--- src/rtl/e_alu_stage_pkg.sv ---
// Shared ALU encodings and micro-op bundles for the execute ALU stage.
// Tag fields are sized to TAG_W; the stage narrows them to its parameters.
package e_alu_stage_pkg;

   localparam logic [2:0] GOP_ARITH = 3'd1;
   localparam logic [2:0] GOP_LOGIC = 3'd2;
   localparam logic [2:0] GOP_SHIFT = 3'd3;
   localparam logic [2:0] GOP_MISC  = 3'd4;

   localparam logic [2:0] OP_ADD  = 3'd0;
   localparam logic [2:0] OP_SUB  = 3'd1;
   localparam logic [2:0] OP_SLT  = 3'd2;
   localparam logic [2:0] OP_SLTU = 3'd3;

   localparam logic [2:0] OP_AND = 3'd0;
   localparam logic [2:0] OP_OR  = 3'd1;
   localparam logic [2:0] OP_XOR = 3'd2;
   localparam logic [2:0] OP_NOR = 3'd3;

   localparam logic [2:0] OP_SLL = 3'd0;
   localparam logic [2:0] OP_SRL = 3'd1;
   localparam logic [2:0] OP_SRA = 3'd2;

   localparam logic [2:0] OP_LUI    = 3'd0;
   localparam logic [2:0] OP_PCADDU = 3'd1;

   localparam int unsigned TAG_W = 16;

   typedef struct packed {
      logic [31:0]      r0;
      logic [31:0]      r1;
      logic [31:0]      pc;
      logic [2:0]       grand_op;
      logic [2:0]       op;
      logic [TAG_W-1:0] rob_id;
      logic [TAG_W-1:0] preg;
   } uop_t;

   typedef struct packed {
      logic [31:0]      data;
      logic [TAG_W-1:0] rob_id;
      logic [TAG_W-1:0] preg;
   } res_t;

endpackage

--- src/rtl/e_alu.sv ---
// Combinational integer ALU placed between S1 and S2.
// Add, subtract and both compares share one 33-bit adder.
module e_alu
   import e_alu_stage_pkg::*;
(
   input  logic [2:0]  grand_op_i,
   input  logic [2:0]  op_i,
   input  logic [31:0] r0_i,
   input  logic [31:0] r1_i,
   input  logic [31:0] pc_i,
   output logic [31:0] res_o
);

   logic        sub;
   logic [32:0] sum;
   logic        lt_s;
   logic        lt_u;
   logic [4:0]  shamt;
   logic [31:0] upper;
   logic [31:0] arith_r;
   logic [31:0] logic_r;
   logic [31:0] shift_r;
   logic [31:0] misc_r;

   assign sub = (op_i != OP_ADD);
   assign sum = {1'b0, r0_i}
              + {1'b0, r1_i ^ {32{sub}}}
              + 33'(sub);

   // no carry out of r0 + ~r1 + 1 means r0 < r1
   assign lt_u = !sum[32];
   assign lt_s = (r0_i[31] ^ r1_i[31]) ? r0_i[31] : sum[31];

   assign shamt = r1_i[4:0];
   assign upper = {r1_i[19:0], 12'h000};

   always_comb begin
      arith_r = '0;
      unique case (op_i)
         OP_ADD,
         OP_SUB:  arith_r = sum[31:0];
         OP_SLT:  arith_r = {31'd0, lt_s};
         OP_SLTU: arith_r = {31'd0, lt_u};
         default: arith_r = '0;
      endcase
   end

   always_comb begin
      logic_r = '0;
      unique case (op_i)
         OP_AND:  logic_r = r0_i & r1_i;
         OP_OR:   logic_r = r0_i | r1_i;
         OP_XOR:  logic_r = r0_i ^ r1_i;
         OP_NOR:  logic_r = ~(r0_i | r1_i);
         default: logic_r = '0;
      endcase
   end

   always_comb begin
      shift_r = '0;
      unique case (op_i)
         OP_SLL:  shift_r = r0_i << shamt;
         OP_SRL:  shift_r = r0_i >> shamt;
         OP_SRA:  shift_r = $signed(r0_i) >>> shamt;
         default: shift_r = '0;
      endcase
   end

   always_comb begin
      misc_r = '0;
      unique case (op_i)
         OP_LUI:    misc_r = upper;
         OP_PCADDU: misc_r = pc_i + upper;
         default:   misc_r = '0;
      endcase
   end

   always_comb begin
      res_o = '0;
      unique case (1'b1)
         (grand_op_i == GOP_ARITH): res_o = arith_r;
         (grand_op_i == GOP_LOGIC): res_o = logic_r;
         (grand_op_i == GOP_SHIFT): res_o = shift_r;
         (grand_op_i == GOP_MISC):  res_o = misc_r;
         default:                   res_o = '0;
      endcase
   end

endmodule

--- src/rtl/e_alu_stage.sv ---
// Two-stage execute ALU: S1 holds the issued micro-op, S2 the result.
// Valid/ready on both sides; S2 contents are also offered as a bypass.
module e_alu_stage
   import e_alu_stage_pkg::*;
#(
   parameter int unsigned ROB_W  = 6,
   parameter int unsigned PREG_W = 6
) (
   input  logic              clk,
   input  logic              rst_n,
   input  logic              flush_i,
   input  logic              req_valid_i,
   output logic              req_ready_o,
   input  logic [31:0]       req_r0_i,
   input  logic [31:0]       req_r1_i,
   input  logic [31:0]       req_pc_i,
   input  logic [2:0]        req_grand_op_i,
   input  logic [2:0]        req_op_i,
   input  logic [ROB_W-1:0]  req_rob_id_i,
   input  logic [PREG_W-1:0] req_preg_i,
   output logic              wb_valid_o,
   input  logic              wb_ready_i,
   output logic [31:0]       wb_data_o,
   output logic [ROB_W-1:0]  wb_rob_id_o,
   output logic [PREG_W-1:0] wb_preg_o,
   output logic              fwd_valid_o,
   output logic [PREG_W-1:0] fwd_preg_o,
   output logic [31:0]       fwd_data_o,
   output logic [31:0]       perf_issue_cnt_o
);

   logic        s1_valid_q;
   logic        s1_valid_d;
   logic        s2_valid_q;
   logic        s2_valid_d;
   uop_t        s1_q;
   uop_t        s1_d;
   res_t        s2_q;
   res_t        s2_d;
   logic [31:0] perf_cnt_q;
   logic [31:0] perf_cnt_d;
   logic [31:0] alu_res;
   logic        s2_free;
   logic        s1_adv;
   logic        accept;

   assign s2_free     = !s2_valid_q || wb_ready_i;
   assign s1_adv      = s1_valid_q && s2_free;
   assign req_ready_o = !flush_i && (!s1_valid_q || s2_free);
   assign accept      = req_valid_i && req_ready_o;
   assign perf_cnt_d  = perf_cnt_q + 32'(accept);

   e_alu u_alu (
      .grand_op_i (s1_q.grand_op),
      .op_i       (s1_q.op),
      .r0_i       (s1_q.r0),
      .r1_i       (s1_q.r1),
      .pc_i       (s1_q.pc),
      .res_o      (alu_res)
   );

   always_comb begin
      s1_valid_d = s1_valid_q;
      s1_d       = s1_q;
      if (s1_adv) begin
         s1_valid_d = 1'b0;
      end
      if (accept) begin
         s1_valid_d    = 1'b1;
         s1_d.r0       = req_r0_i;
         s1_d.r1       = req_r1_i;
         s1_d.pc       = req_pc_i;
         s1_d.grand_op = req_grand_op_i;
         s1_d.op       = req_op_i;
         s1_d.rob_id   = TAG_W'(req_rob_id_i);
         s1_d.preg     = TAG_W'(req_preg_i);
      end
      if (flush_i) begin
         s1_valid_d = 1'b0;
      end
   end

   // a drain and an S1 advance in the same cycle refill S2 with no bubble
   always_comb begin
      s2_valid_d = s2_valid_q;
      s2_d       = s2_q;
      if (wb_ready_i) begin
         s2_valid_d = 1'b0;
      end
      if (s1_adv) begin
         s2_valid_d  = 1'b1;
         s2_d.data   = alu_res;
         s2_d.rob_id = s1_q.rob_id;
         s2_d.preg   = s1_q.preg;
      end
      if (flush_i) begin
         s2_valid_d = 1'b0;
      end
   end

   always_ff @(posedge clk or negedge rst_n) begin
      if (!rst_n) begin
         s1_valid_q <= 1'b0;
         s2_valid_q <= 1'b0;
         perf_cnt_q <= '0;
      end else begin
         s1_valid_q <= s1_valid_d;
         s2_valid_q <= s2_valid_d;
         perf_cnt_q <= perf_cnt_d;
      end
   end

   always_ff @(posedge clk) begin
      s1_q <= s1_d;
      s2_q <= s2_d;
   end

   assign wb_valid_o       = s2_valid_q;
   assign wb_data_o        = s2_q.data;
   assign wb_rob_id_o      = s2_q.rob_id[ROB_W-1:0];
   assign wb_preg_o        = s2_q.preg[PREG_W-1:0];
   assign fwd_valid_o      = s2_valid_q;
   assign fwd_preg_o       = s2_q.preg[PREG_W-1:0];
   assign fwd_data_o       = s2_q.data;
   assign perf_issue_cnt_o = perf_cnt_q;

   logic unused_tag_bits;
   assign unused_tag_bits = ^{s2_q.rob_id[TAG_W-1:ROB_W],
                              s2_q.preg[TAG_W-1:PREG_W]};

endmodule
--- config.mk ---
export PLATFORM = sky130hd
export DESIGN_NAME = e_alu_stage
export DESIGN_NICKNAME = d
export VERILOG_FILES = /design/src/rtl/e_alu_stage_pkg.sv /design/src/rtl/e_alu.sv /design/src/rtl/e_alu_stage.sv
export SDC_FILE = /design/constraint.sdc
export NUM_CORES = 1
export LEC_CHECK = 0
export CORE_ASPECT_RATIO = 0.6
export CORE_MARGIN = 2
export CORE_UTILIZATION = 45
export CTS_CLUSTER_DIAMETER = 200
export DETAILED_ROUTE_END_ITERATION = 8
export HOLD_SLACK_MARGIN = 0.15
export PLACE_DENSITY_LB_ADDON = 0.25
export REMOVE_ABC_BUFFERS = 1
export SLEW_MARGIN = 20
export SYNTH_ARGS = -nofsm -noshare
export SYNTH_HDL_FRONTEND = slang
export SYNTH_SLANG_ARGS = --single-unit
export TNS_END_PERCENT = 20
--- constraint.sdc ---
create_clock -name clk -period 7.6 [get_ports clk]
set_input_delay 1.14 -clock clk [delete_from_list [all_inputs] [get_ports clk]]
set_output_delay 1.14 -clock clk [all_outputs]
set_load 0.01 [all_outputs]
### Yosys cells after proc, flatten, opt, wreduce, memory -nomap -nowiden

Index checks and enable logic that the tools add are counted.

| storage, ports and cells | value |
|---|---|
| bits in registers | 192 |
| input bits | 119 |
| logic and storage cells | 59 |

| cells by class | value |
|---|---|
| add/subtract/negate cells | 4 |
| eq/ne operators | 7 |
| shifts and indexed selects | 3 |
| multiplexer cells | 12 |
| bitwise logic cells | 6 |
| reductions and logical operators | 14 |

Operator list:

| cell | number |
|---|---|
| $pmux W32 S4 | 2 |
| $pmux W32 S3 | 2 |
| $pmux W32 S2 | 1 |
| $xor A32 B32 Y32 | 2 |
| $add A32 B32 Y33 | 1 |
| $add A33 B1 Y33 | 1 |
| $add A32 B1 Y32 | 1 |
| $add A32 B32 Y32 | 1 |
| $and A32 B32 Y32 | 1 |
| $not A32 Y32 | 1 |
| $or A32 B32 Y32 | 1 |
| $shl A32 B5 Y32 | 1 |
| $shr A32 B5 Y32 | 1 |
| $sshr A32 B5 Y32 | 1 |
| $eq A3 B2 Y1 const B | 4 |
| $reduce_bool A3 Y1 | 3 |
| $mux W1 | 7 |
| $eq A3 B1 Y1 const B | 2 |
| $logic_not A1 Y1 | 4 |
| $eq A3 B3 Y1 const B | 1 |
| $logic_and A1 B1 Y1 | 3 |
| $logic_not A3 Y1 | 1 |
| $logic_or A1 B1 Y1 | 2 |
| $reduce_or A2 Y1 | 1 |
| $xor A1 B1 Y1 | 1 |

### Depth between registers and ports, before layout

| depth | value |
|---|---|
| word-level depth | 7 |
| mapped depth | 18 |

### Cells and area by module

From an unflattened synthesis, not the netlist that was laid out.

| unflattened totals | value |
|---|---|
| cell total of the unflattened synthesis | 1,583 |
| area, all modules | 15,934.0 um2 |

Modules (own cells, without submodules):

| module | times used | cells each | area each (um2) |
|---|---|---|---|
| e_alu | 1 | 1,250 | 9,334.0 |
| e_alu_stage | 1 | 333 | 6,600.1 |

### Worst setup path before layout

OpenSTA, ideal clock, no wires.

| timing | value |
|---|---|
| path kind | input to register |
| start point | in wb_ready_i |
| end point | reg perf_cnt_q[26] (netlist: perf_issue_cnt_o[26]) |
| arrival time | 6.351 ns |
| data required time | 7.474 ns |
| path slack | 1.123 ns |
| stages | 13 |
| cell sequence | nor2b_1 a21oi_1 and2_1 ha_1 ha_1 nand3_1 nor3_1 and4_1 and2_1 nor2b_1 and4_1 nand2_1 xnor2_1 |

| between the ends | value |
|---|---|
| cells in the longest elaborated chain, start to end | 5 |

Ends and longest elaborated chain:

| what | line | RTL |
|---|---|---|
| start: declaration | e_alu_stage.sv:22 | `input logic wb_ready_i,` |
| $logic_or A1 B1 Y1 | e_alu_stage.sv:47 | `assign s2_free = !s2_valid_q \|\| wb_ready_i;` |
| $logic_or A1 B1 Y1 | e_alu_stage.sv:49 | `assign req_ready_o = !flush_i && (!s1_valid_q \|\| s2_free);` |
| $logic_and A1 B1 Y1 | e_alu_stage.sv:49 |  |
| net req_ready_o | e_alu_stage.sv:13 | `output logic req_ready_o,` |
| $logic_and A1 B1 Y1 | e_alu_stage.sv:50 | `assign accept = req_valid_i && req_ready_o;` |
| net accept | e_alu_stage.sv:45 | `logic accept;` |
| $add A32 B1 Y32 | e_alu_stage.sv:51 | `assign perf_cnt_d = perf_cnt_q + 32'(accept);` |
| net perf_cnt_d[26] | e_alu_stage.sv:41 | `logic [31:0] perf_cnt_d;` |
| end signal: assignment | e_alu_stage.sv:109 | `perf_cnt_q <= perf_cnt_d;` |
| end: declaration | e_alu_stage.sv:40 | `logic [31:0] perf_cnt_q;` |

The timed path passes the listed nets, and every way through them passes these cells.
A chain may end at the register's enable or synchronous reset.

### Final worst setup path

| timing | value |
|---|---|
| start point | reg s1_q[32] (netlist name) |
| end point | reg s2_q (netlist bit fwd_data_o[22]), data pin |

| between the ends | value |
|---|---|
| cells in the longest elaborated chain, start to end | 6 |
| elaborated cells on any way between the ends | 14 |
| those cells by class | add/sub: 2; eq/ne: 3; mux: 5; bitwise: 1; reduce/logical: 3 |

Ends and longest elaborated chain:

| what | line | RTL |
|---|---|---|
| start: declaration | e_alu_stage.sv:36 | `uop_t s1_q;` |
| start signal: assignment | e_alu_stage.sv:114 | `s1_q <= s1_d;` |
| $reduce_bool A3 Y1 | e_alu.sv:25 | `assign sub = (op_i != OP_ADD);` |
| $xor A32 B32 Y32 | e_alu.sv:27 | `+ {1'b0, r1_i ^ {32{sub}}}` |
| $add A32 B32 Y33 | e_alu.sv:27 |  |
| $add A33 B1 Y33 | e_alu.sv:28 | `+ 33'(sub);` |
| $pmux W32 S3 | e_alu.sv:39 | `unique case (op_i)` |
| $pmux W32 S4 (*) | e_alu.sv:80 | `unique case (1'b1)` |
| net alu_res[22] | e_alu_stage.sv:42 | `logic [31:0] alu_res;` |
| end signal: assignment | e_alu_stage.sv:115 | `s2_q <= s2_d;` |
| end: declaration | e_alu_stage.sv:38 | `res_t s2_q;` |

The timed path passes the listed nets; every way through them passes the cells marked *.

==> impl_metrics.sql <==
INSERT INTO impl_metrics (metric_group, metric, value, unit) VALUES
('routing', 'met2_wl', '24.1', 'mm'),
('finish', 'drive_gt1_share', '7.20', '%'),
('critical_path', 'worstSetupStartpoint', 's1_q[32]$_DFFE_PP_', ''),
('sta', 'hold_ws', '419', 'ps'),
('sta', 'skew', '22.5', 'ps'),
('routing', 'drtPass1Iterations', '7', ''),
('sta', 'setup_viol', '0', ''),
('routing', 'routed.top_layer', 'met5', ''),
('sta', 'finalCriticalPeriod', '5000', 'ps'),
('finish', 'most-common-layout-cells', '235 x sky130_fd_sc_hd__clkdlybuf4s50_1, 158 x sky130_fd_sc_hd__edfxtp_1, 136 x sky130_fd_sc_hd__ha_1', ''),
('placement', 'pre_cts_setup_slack', '2510', 'ps'),
('clock_tree', 'cts_post_setup_buffers_inserted', '0', ''),
('global_route', 'global_route_usage_sum', '32.1', '%'),
('sta', 'rsz_0062_raised_after_global_routing', 'no', ''),
('critical_path', 'r2r_cells', '16', ''),
('synthesis', 'synth_mux_area_share', '12.5', '%'),
('synthesis', 'yosysWarningCount', '0', ''),
('synthesis', 'synth_sequential_area_ratio', '34.8', '%'),
('synthesis', 'ys.flop_type', 'sky130_fd_sc_hd__edfxtp_1', ''),
('global_route', 'grt_first_pass_wirelength', '87.9', 'mm'),
('placement', 'finalWeightedCongestion', '0.991', ''),
('critical_path', 'critical_path_required', '7830', 'ps'),
('die', 'die_w', '248', 'um'),
('placement', 'port-buffer-count', '235', ''),
('die', 'num_io_pins', '236', ''),
('sta', 'postLayoutSetupSlackWorst', '2600', 'ps'),
('global_route', 'antenna_found_initial', '2', ''),
('synthesis', 'synth.cell_area', '16100', 'um2'),
('clock_tree', 'cts_tree', 'done', ''),
('pwr', 'power_density_over_the_cells', '159', 'nW/um2'),
('routing', 'wl', '59.8', 'mm'),
('critical_path', 'termination_of_the_worst_setup_path', 'fwd_data_o[22]$_DFFE_PP_', ''),
('pwr', 'switchingPower', '1.05', 'mW'),
('run', 'maxCapViolCount', '0', ''),
('finish', 'multiInputGateArea', '9350', 'um2'),
('sta', 'worst_pin_slew', '1260', 'ps'),
('status', 'outcome', 'finished, final reports clean', ''),
('synthesis', 'number_of_flops_mapped_to_enable_cells_by_yosys', '158', ''),
('clock_tree', 'clk-insertion-delay-late', '480', 'ps'),
('routing', 'detail_route.vias_per_cell', '6.31', ''),
('routing', 'dr_total_vias', '14700', ''),
('sta', 'timing.setup.tns', '0', 'ps'),
('routing', 'number_of_design_rule_violations_left_after_detail_routing', '0', ''),
('pwr', 'share_clk_of_total_power', '33.2', '%'),
('routing', 'drtAntennaViolNets', '0', ''),
('critical_path', 'timing_worst_setup_path_type', 'reg -> reg', ''),
('die', 'design.core.area', '35100', 'um2'),
('clock_tree', 'root_buffer', 'sky130_fd_sc_hd__clkbuf_16', ''),
('finish', 'layout_commonest_cell', 'sky130_fd_sc_hd__clkdlybuf4s50_1', ''),
('critical_path', 'crit_path_start_kind', 'register', ''),
('routing', 'dr_wl_met3', '7.64', 'mm'),
('synthesis', 'synth_top_family_by_area', 'compound AO/OA/AOI/OAI gates', ''),
('sta', 'finalHoldViolCount', '0', ''),
('finish', 'diodes', '0', ''),
('finish', 'final_core_util', '54.8', '%'),
('pwr', 'p_int', '2.00', 'mW'),
('critical_path', 'reg2reg_setup_slack', '2600', 'ps'),
('finish', 'regArea', '5600', 'um2'),
('critical_path', 'worst_setup_path_end_kind', 'register', ''),
('sta', 'fmax', '200', 'MHz'),
('clock_tree', 'ctsHoldBuffers', '0', ''),
('critical_path', 'r2r_start', 's1_q[32]$_DFFE_PP_', ''),
('finish', 'layout-area-overhead-vs-synth', '19.6', '%'),
('clock_tree', 'clockBufferDepth', '2', ''),
('critical_path', 'cp.arrival', '5240', 'ps'),
('synthesis', 'ys_ff_latch', '192', ''),
('pwr', 'power.share.switching', '34.3', '%'),
('global_route', 'grt_max_degree', '67', ''),
('critical_path', 'reg2reg_to', 'fwd_data_o[22]$_DFFE_PP_', ''),
('routing', 'detail_route.wl_per_cell', '25.7', 'um'),
('global_route', 'gr-total-overflow', '0', '');
==> metrics by stage <==
stage | area (um2) | power (mW)
6_report | 19200 | 3.05
5_1_grt | 19200 | 3.16
4_1_cts | 19200 | 3.05
3_5_place_dp | 18600 | 2.04
3_3_place_gp | 18600 | 2.03
2_1_floorplan | 15400 | 1.71
==> synth_stat cells (11+ instances only) <==
master                     count  area (um2)
sky130_fd_sc_hd__a211oi_1     23         173
sky130_fd_sc_hd__a21o_1       26         195
sky130_fd_sc_hd__a21oi_1     126         631
sky130_fd_sc_hd__a221oi_1     14         123
sky130_fd_sc_hd__a222oi_1     11         110
sky130_fd_sc_hd__a31oi_1      18         113
sky130_fd_sc_hd__and3_1       19         119
sky130_fd_sc_hd__buf_2        18        90.1
sky130_fd_sc_hd__buf_4        43         323
sky130_fd_sc_hd__clkbuf_1     68         255
sky130_fd_sc_hd__dfrtp_1      34         851
sky130_fd_sc_hd__edfxtp_1    158        4740
sky130_fd_sc_hd__ha_1        136        1700
sky130_fd_sc_hd__inv_1       118         443
sky130_fd_sc_hd__mux2_2       11         124
sky130_fd_sc_hd__mux2i_1      99         991
sky130_fd_sc_hd__mux4_2       38         856
sky130_fd_sc_hd__nand2_1     122         458
sky130_fd_sc_hd__nand2b_1     11        68.8
sky130_fd_sc_hd__nand3_1      39         195
sky130_fd_sc_hd__nand4_1      13        81.3
sky130_fd_sc_hd__nor2_1      137         514
sky130_fd_sc_hd__nor3_1       24         120
sky130_fd_sc_hd__o211ai_1     27         203
sky130_fd_sc_hd__o21ai_0      78         390
sky130_fd_sc_hd__o21ai_1      36         180
sky130_fd_sc_hd__o22ai_1      11        68.8
sky130_fd_sc_hd__o31ai_1      15         113
sky130_fd_sc_hd__xnor2_1      52         455
sky130_fd_sc_hd__xor2_1       28         245
==> sequential cells by signal, indices dropped and copies added, names as in the netlist <==
name and flops:
fwd_data_o 32, fwd_preg_o 6, fwd_valid_o 1, perf_issue_cnt_o 32, s1_q 114, s1_valid_q 1, wb_rob_id_o 6
==> cells by family after synthesis <==
logic type      Yosys count
simple gates            419
flops                   192
buf+inv                 263
mux                     151
xor+xnor                 80
fa+ha+maj               138
compound gates          456
==> area by class of cell <==
cell class	instances	area share, %
Clock buffer	17	2.21
Clock inverter	15	1.17
Inverter	125	2.44
Multi-Input combinational cell	1244	48.6
Sequential cell	192	29.1
Tap cell	467	3.04
Timing Repair Buffer	267	13.5
==> worst max-delay path, cell delays in order, from the launching register on <==
cell,delay (ps)
sky130_fd_sc_hd__edfxtp_1,380
sky130_fd_sc_hd__buf_4,260
sky130_fd_sc_hd__or3_1,360
sky130_fd_sc_hd__buf_4,220
sky130_fd_sc_hd__inv_2,540
sky130_fd_sc_hd__buf_4,400
sky130_fd_sc_hd__ha_1,180
sky130_fd_sc_hd__inv_1,70
sky130_fd_sc_hd__fa_1,450
sky130_fd_sc_hd__a211oi_1,360
sky130_fd_sc_hd__o211ai_1,260
sky130_fd_sc_hd__a31oi_1,220
sky130_fd_sc_hd__nand2_1,160
sky130_fd_sc_hd__a31o_1,280
sky130_fd_sc_hd__xnor2_1,140
sky130_fd_sc_hd__o22ai_1,110
sky130_fd_sc_hd__or3_1,340
==> how the worst min path moves through the flow <==
stage                          endpoint  slack [ps]                from  cells after the start
2_1_floorplan   fwd_preg_o[0]$_DFFE_PP_         400   s1_q[0]$_DFFE_PP_                      0
3_3_place_gp   wb_rob_id_o[4]$_DFFE_PP_         400  s1_q[20]$_DFFE_PP_                      0
3_5_place_dp   wb_rob_id_o[4]$_DFFE_PP_         410  s1_q[20]$_DFFE_PP_                      0
4_1_cts         fwd_preg_o[3]$_DFFE_PP_         420   s1_q[3]$_DFFE_PP_                      0
5_1_grt         fwd_preg_o[0]$_DFFE_PP_         440   s1_q[0]$_DFFE_PP_                      0
6_report        fwd_preg_o[3]$_DFFE_PP_         420   s1_q[3]$_DFFE_PP_                      0
==> power groups by stage <==
stage                     Clock, mW  Sequential [mW]  Combinational, mW
after floorplan                   0             1.31              0.394
after global placement            0             1.29              0.737
after detailed placement          0             1.29              0.744
after CTS                      1.03             1.27              0.749
after global routing           1.06             1.28              0.818
final                          1.01             1.28              0.762
==> per-layer routing <==
layer	GRT usage [%]	vias up
met5	0	-
met1	49.3	7148
met4	5.87	4
met2	44.2	919
met3	9.64	66
li1	-	6546
Power figures use the tool's default switching activity.
